==> config.mk <==
export PLATFORM = sky130hd
export DESIGN_NAME = rob
export DESIGN_NICKNAME = d
export VERILOG_FILES = /design/src/rtl/rob_pkg.sv /design/src/rtl/rob_ptr.sv /design/src/rtl/rob.sv
export SDC_FILE = /design/constraint.sdc
export NUM_CORES = 2
export LEC_CHECK = 0
export CAP_MARGIN = 0
export CORE_MARGIN = 8
export CORE_UTILIZATION = 45
export CTS_CLUSTER_SIZE = 28
export DETAILED_ROUTE_END_ITERATION = 6
export SYNTH_ARGS = -nofsm -noshare
export SYNTH_HDL_FRONTEND = slang
export SYNTH_SLANG_ARGS = --single-unit
==> constraint.sdc <==
create_clock -name CLK -period 66.9 [get_ports CLK]
set_clock_uncertainty 0.2 [all_clocks]
set_input_delay 13.38 -clock CLK [delete_from_list [all_inputs] [get_ports CLK]]
set_output_delay 13.38 -clock CLK [all_outputs]
set_load 0.01 [all_outputs]
==> src/rtl/rob_pkg.sv <==
// rob_pkg: shared entry type and width helpers for the reorder buffer.
`ifndef PROJ_LOG_PHYS
`define PROJ_LOG_PHYS 6
`endif
`ifndef PROJ_LOG_ARCH
`define PROJ_LOG_ARCH 5
`endif
package rob_pkg;
    localparam int ROB_DEPTH = 32;
    localparam int LOG_PHYS  = `PROJ_LOG_PHYS;
    localparam int LOG_ARCH  = `PROJ_LOG_ARCH;

    function automatic int tag_w(input int depth);
        return $clog2(depth);
    endfunction

    typedef struct packed {
        logic [31:0]         pc;
        logic [31:0]         alt_pc;
        logic                has_dest;
        logic [LOG_ARCH-1:0] arch;
        logic [LOG_PHYS-1:0] phys;
        logic [LOG_PHYS-1:0] prev_phys;
        logic                valid;
        logic                done;
        logic                mispredict;
    } rob_entry_t;
endpackage

==> src/rtl/rob_ptr.sv <==
// rob_ptr: ring pointer with an extra wrap bit that toggles on each pass.
module rob_ptr #(
    parameter int W = 5
) (
    input  logic         clk,
    input  logic         rst,
    input  logic         inc,
    input  logic         clr,
    output logic [W:0]   ptr
);
    always_ff @(posedge clk or posedge rst)
        if (rst) ptr <= '0;
        else if (clr) ptr <= '0;
        else if (inc) ptr <= ptr + 1'b1;
endmodule

==> src/rtl/rob.sv <==
// rob: in-order retire reorder buffer that flushes on a mispredicted branch at the head.
// Optional ROB_PERF_COUNTERS_EN adds saturating commit/flush counters.
module rob
    import rob_pkg::*;
#(
    parameter int DEPTH = ROB_DEPTH,
    parameter int TAG_W = tag_w(DEPTH)
) (
    input  logic                CLK,
    input  logic                RESET,
    input  logic                Alloc_valid,
    input  logic [31:0]         Alloc_pc,
    input  logic [31:0]         Alloc_alt_pc,
    input  logic                Alloc_has_dest,
    input  logic [LOG_ARCH-1:0] Alloc_arch,
    input  logic [LOG_PHYS-1:0] Alloc_phys,
    input  logic [LOG_PHYS-1:0] Alloc_prev_phys,
    output logic [TAG_W-1:0]    Alloc_tag,
    output logic                ROB_full,
    output logic                ROB_empty,
    input  logic                Complete_valid,
    input  logic [TAG_W-1:0]    Complete_tag,
    input  logic                Complete_mispredict,
    output logic                Commit_valid,
    output logic [LOG_ARCH-1:0] Commit_arch,
    output logic [LOG_PHYS-1:0] Commit_phys,
    output logic                Commit_has_dest,
    output logic                Free_valid,
    output logic [LOG_PHYS-1:0] Free_phys,
    output logic                Flush,
    output logic [31:0]         Flush_pc
`ifdef ROB_PERF_COUNTERS_EN
    ,
    output logic [31:0]         Perf_commits,
    output logic [31:0]         Perf_flushes
`endif
);
    rob_entry_t       ents [DEPTH];
    logic [TAG_W:0]   head, tail, count;
    logic [TAG_W-1:0] hidx, tidx;
    logic             do_alloc, do_commit, cmp_ok;

    assign hidx      = head[TAG_W-1:0];
    assign tidx      = tail[TAG_W-1:0];
    assign Alloc_tag = tidx;
    assign ROB_full  = (hidx == tidx) && (head[TAG_W] != tail[TAG_W]);
    assign ROB_empty = (count == '0);
    // Nothing moves while the squash pulse is out; the whole ring is cleared on that edge.
    assign do_alloc  = Alloc_valid && !ROB_full && !Flush;
    assign do_commit = !Flush && ents[hidx].valid && ents[hidx].done;
    assign cmp_ok    = !Flush && Complete_valid && ents[Complete_tag].valid;

    rob_ptr #(.W(TAG_W)) u_head (.clk(CLK), .rst(RESET), .inc(do_commit), .clr(Flush), .ptr(head));
    rob_ptr #(.W(TAG_W)) u_tail (.clk(CLK), .rst(RESET), .inc(do_alloc), .clr(Flush), .ptr(tail));

    always_ff @(posedge CLK or posedge RESET)
        if (RESET) count <= '0;
        else if (Flush) count <= '0;
        else count <= count + (TAG_W+1)'(do_alloc) - (TAG_W+1)'(do_commit);

    always_ff @(posedge CLK or posedge RESET)
        if (RESET) begin
            for (int i = 0; i < DEPTH; i++) ents[i] <= '0;
        end else if (Flush) begin
            for (int i = 0; i < DEPTH; i++) ents[i].valid <= 1'b0;
        end else begin
            if (cmp_ok) begin
                ents[Complete_tag].done       <= 1'b1;
                ents[Complete_tag].mispredict <= Complete_mispredict;
            end
            if (do_commit) ents[hidx].valid <= 1'b0;
            if (do_alloc)
                ents[tidx] <= '{pc: Alloc_pc, alt_pc: Alloc_alt_pc, has_dest: Alloc_has_dest,
                                arch: Alloc_arch, phys: Alloc_phys, prev_phys: Alloc_prev_phys,
                                valid: 1'b1, done: 1'b0, mispredict: 1'b0};
        end

    always_ff @(posedge CLK or posedge RESET)
        if (RESET) begin
            Commit_valid    <= 1'b0;
            Commit_arch     <= '0;
            Commit_phys     <= '0;
            Commit_has_dest <= 1'b0;
            Free_valid      <= 1'b0;
            Free_phys       <= '0;
            Flush           <= 1'b0;
            Flush_pc        <= '0;
        end else begin
            Commit_valid <= do_commit;
            Free_valid   <= do_commit && ents[hidx].has_dest;
            Flush        <= do_commit && ents[hidx].mispredict;
            if (do_commit) begin
                Commit_arch     <= ents[hidx].arch;
                Commit_phys     <= ents[hidx].phys;
                Commit_has_dest <= ents[hidx].has_dest;
                Free_phys       <= ents[hidx].prev_phys;
                Flush_pc        <= ents[hidx].alt_pc;
            end
        end

`ifdef ROB_PERF_COUNTERS_EN
    always_ff @(posedge CLK or posedge RESET)
        if (RESET) begin
            Perf_commits <= '0;
            Perf_flushes <= '0;
        end else begin
            if (Commit_valid && ~&Perf_commits) Perf_commits <= Perf_commits + 1'b1;
            if (Flush && ~&Perf_flushes) Perf_flushes <= Perf_flushes + 1'b1;
        end
`endif
endmodule

==> summary.md <==
| Metric | Value |
|---|---|
| Outcome | `completed` |
| I/O Buffers | `119` |
| DRC viols | `0` |
| Final setup viols | `0` |
| Switching Power | `1.45 mW` |
| Post-Synth Adder-Cell Area | `0.00273` |
| Detailed placement HPWL | `146000 µm` |
| Worst Tran Pin Value | `1270 ps` |
| Final WS setup | `49200 ps` |
| Synthesis warning total | `0` |
| Place WS | `48350 ps` |
| Clock Sinks | `1767` |
| Avg Inst Size Synth | `9.90 µm²` |
| Ys flop type | `dfrtp_1` |
| Mapped cell area | `80800 µm²` |
| Vias per cell | `5.93` |
| Tmin final | `17700 ps` |
| Min-delay worst type | `flop to flop` |
| Multi-input gate area | `34100 µm²` |
| Largest family of logic cells by synthesized area | `simple AND/OR/NAND/NOR gates` |
| Post-Syn Nets | `8262` |
| Vias in the first global route | `61.4k` |
| R2R Path End | `Commit_phys[2]$_DFFE_PP0N_` |
| Num CTS Buffers | `181` |
| CP arrival | `18300 ps` |
| Slew Limit Headroom | `0.153` |
| Sequential fraction of design power | `0.413` |
| Post-synth ARST share | `1.00` |
| First-pass DRT Iterations | `6` |
| CP Max Fanout | `182` |
| Most frequent CP cell | `buf_4` |
| Post-layout util | `0.503` |
| Max stage delay cell, worst path | `buf_4` |
| Total GRT Usage | `0.293` |
| Switching share of power | `0.346` |
| Mux cell area share after synthesis | `0.159` |
| Top-count cell post-synth | `nand2_1` |
| Hold path startpoint | `ents[1363]$_DFFE_PP0P_` |
| Hold-fix buffers, CTS | `0` |
| CTS root buffer | `clkbuf_16` |
| DRT Wirelength | `286000 µm` |
| WHS Endpoint | `ents[1363]$_DFFE_PP0P_` |
| Number of placed I/O pins | `152` |
| Mapped Cells | `8153` |
| Initial antenna violation count | `13` |
| WHS | `268 ps` |
| Die H | `440 µm` |
| CTS tree | `built` |
| FF+latch count, synth | `1767` |
| Post-synthesis sequential area ratio | `0.548` |
| Syn-to-layout area delta | `11.2%` |
| GPL Wtd Cong | `0.843` |
| Largest net degree at the start of global routing | `183` |
| R2R depth | `9` |
| Largest area contributor in the netlist | `dfrtp_1` |
| Top-area cell type share of the netlist area | `0.548` |
| Share of cells above drive strength 1 | `0.149` |
| Leak pwr | `45.1 nW` |
| CORE AREA | `178000 µm²` |
| Cts repair resizes | `0` |
| Critical path startpoint category | `primary input` |
| Reg2Reg Setup Slack | `60410 ps` |
| Post-synth EDFFs | `0` |
| Combinational Power Share | `0.338` |
| Post-route clock period utilization | `0.265` |
| Max_cap viols | `0` |
| Cell-by-cell trace of the critical path | `clkdlybuf4s50_1 -> inv_8 -> buf_4 -> buf_4 -> buf_12 -> buf_4` |
| Setup Buffers After CTS | `0` |
| Fmax achieved | `56.5 MHz` |
| First-pass GRT wire length | `420000 µm` |
| Synth top area cells | `dfrtp_1 55%, nand2_1 20%, mux4_2 12%` |
| Total congestion overflow | `0` |
| Unrepaired setup endpoints after global routing | `no` |
| 1st-iter DRT viols | `7625` |
| Fillers | `15.9k` |
| Synth top cells by count | `4274 x nand2_1, 1767 x dfrtp_1, 443 x clkbuf_1` |
| Worst path required time | `67500 ps` |
| Post-synthesis compound-gate area fraction | `0.0348` |
| Register area | `44200 µm²` |
| Maximum vdd drop | `31.9 µV` |
| Clock power frac | `0.249` |
| Setup CP Type | `primary input to asynchronous set/reset pin` |
| Post-synthesis xor/xnor area fraction | `0.00163` |
| Pwr Density | `46.5 nW/µm²` |
| Antenna viol nets, final | `0` |
| H-Tree Depth | `4` |
| Internal Power | `2.73 mW` |
| CP max stage delay | `910 ps` |
| WL/cell | `27.4 µm` |
| Max Buffers Root-to-Sink | `3` |
| Initial Utilization | `0.453` |
| DIE AREA | `193000 µm²` |
| Latest clock arrival within the worst-skew pair | `840 ps` |
| Slew Limit Fails | `0` |
| Via count | `61.9k` |
| Depth of the worst hold-timing path | `2` |
| Post-Synth Simple-Gate Area | `0.217` |
| Num rows | `155` |
| Nets | `8041` |
| RR Startpoint | `u_head.ptr[0]$_DFFE_PP0P_` |
| Setup crit end kind | `asynchronous set/reset pin` |
| Final Hold Vio Count | `0` |
| Netlist cell types | `73` |
| Die width | `440 µm` |
| Clk slew on worst S/H paths | `60 ps` |
| Fin Setup TNS | `0 ps` |
-- worst max-delay path by stage --
stage / startpoint / slack (ps) / to
2_1_floorplan: RESET / 3440 / Commit_arch[0]$_DFFE_PP0N_
3_3_place_gp: RESET / 48460 / ents[1878]$_DFFE_PP0P_
3_5_place_dp: RESET / 48350 / ents[305]$_DFFE_PP0P_
4_1_cts: RESET / 49230 / ents[178]$_DFFE_PP0P_
5_1_grt: RESET / 48640 / ents[50]$_DFFE_PP0P_
6_report: RESET / 49200 / ents[178]$_DFFE_PP0P_
-- layout by cell type, fill, tap and decap left out, drive strengths merged, types with 15 or more instances in the layout --
master         count
mux2i             41
clkdlybuf4s50    119
o21a              30
a41oi             24
or3               27
and3              28
nand2           4275
clkinv            31
mux4             418
inv               24
nand4             36
dfrtp           1767
a21oi             42
or4               15
o21ai             74
nor2              88
ha                16
buf              151
clkbuf           274
mux2             259
a22oi            178
-- routing by layer --
layer  routed length (µm)  global-route usage  up-vias
li1                     -                   -    26174
met1               112000               0.403    31517
met2               127000               0.442     3452
met3                33100              0.0746      732
met4                13900               0.126        2
met5                   13                   0        -
-- kinds of logic (layout without fill, tap and decap cells) --
family / after synthesis / count (layout)
AOI/OAI and AO/OA: 401 / 401
xor gates and xnor gates: 15 / 15
adders and majority gates: 17 / 17
buffers and inverters: 692 / 613
DFF: 1767 / 1767
muxes: 718 / 718
other: 0 / 6
and+or+nand+nor: 4543 / 4543
-- metrics by stage --
stage	instances	area (µm²)	total power, mW
after floorplan	8153	80800	2.72
after global placement	10104	83700	3.09
after detailed placement	10104	83700	3.14
after CTS	10429	89800	4.18
after global routing	10433	89800	4.40
final	10435	89800	4.18
-- power by group through the flow --
stage               Sequential [mW]  Clock (mW)  Combinational, mW
floorplan                      1.68           0               1.04
global placement               1.71           0               1.37
detailed placement             1.74           0               1.40
CTS                            1.72        1.05               1.41
global route                   1.78        1.09               1.53
finish                         1.73        1.04               1.41
-- worst max-delay path: cells and delay by family --
| family | cells | cell delay (ps) |
|---|---|---|
| buf+inv | 6 | 4330 |
-- sequential cells by signal, indices dropped and copies added (netlist names) --
name,count
Commit_arch,5
Commit_has_dest,1
Commit_phys,6
Commit_valid,1
Flush,1
Flush_pc,32
Free_phys,6
Free_valid,1
count,6
ents,1696
u_head.ptr,6
u_tail.ptr,6
-- area by class of cell --
type,instances,share of cell area
Sequential cell,1767,0.492
Multi-Input combinational cell,5694,0.380
Clock buffer,274,0.0602
Tap cell,2355,0.0328
Timing Repair Buffer,270,0.0269
Clock inverter,51,0.00715
Inverter,18,0.000836
Antenna cell,6,0.000167
No activity file was read; power rests on OpenSTA's default activity.
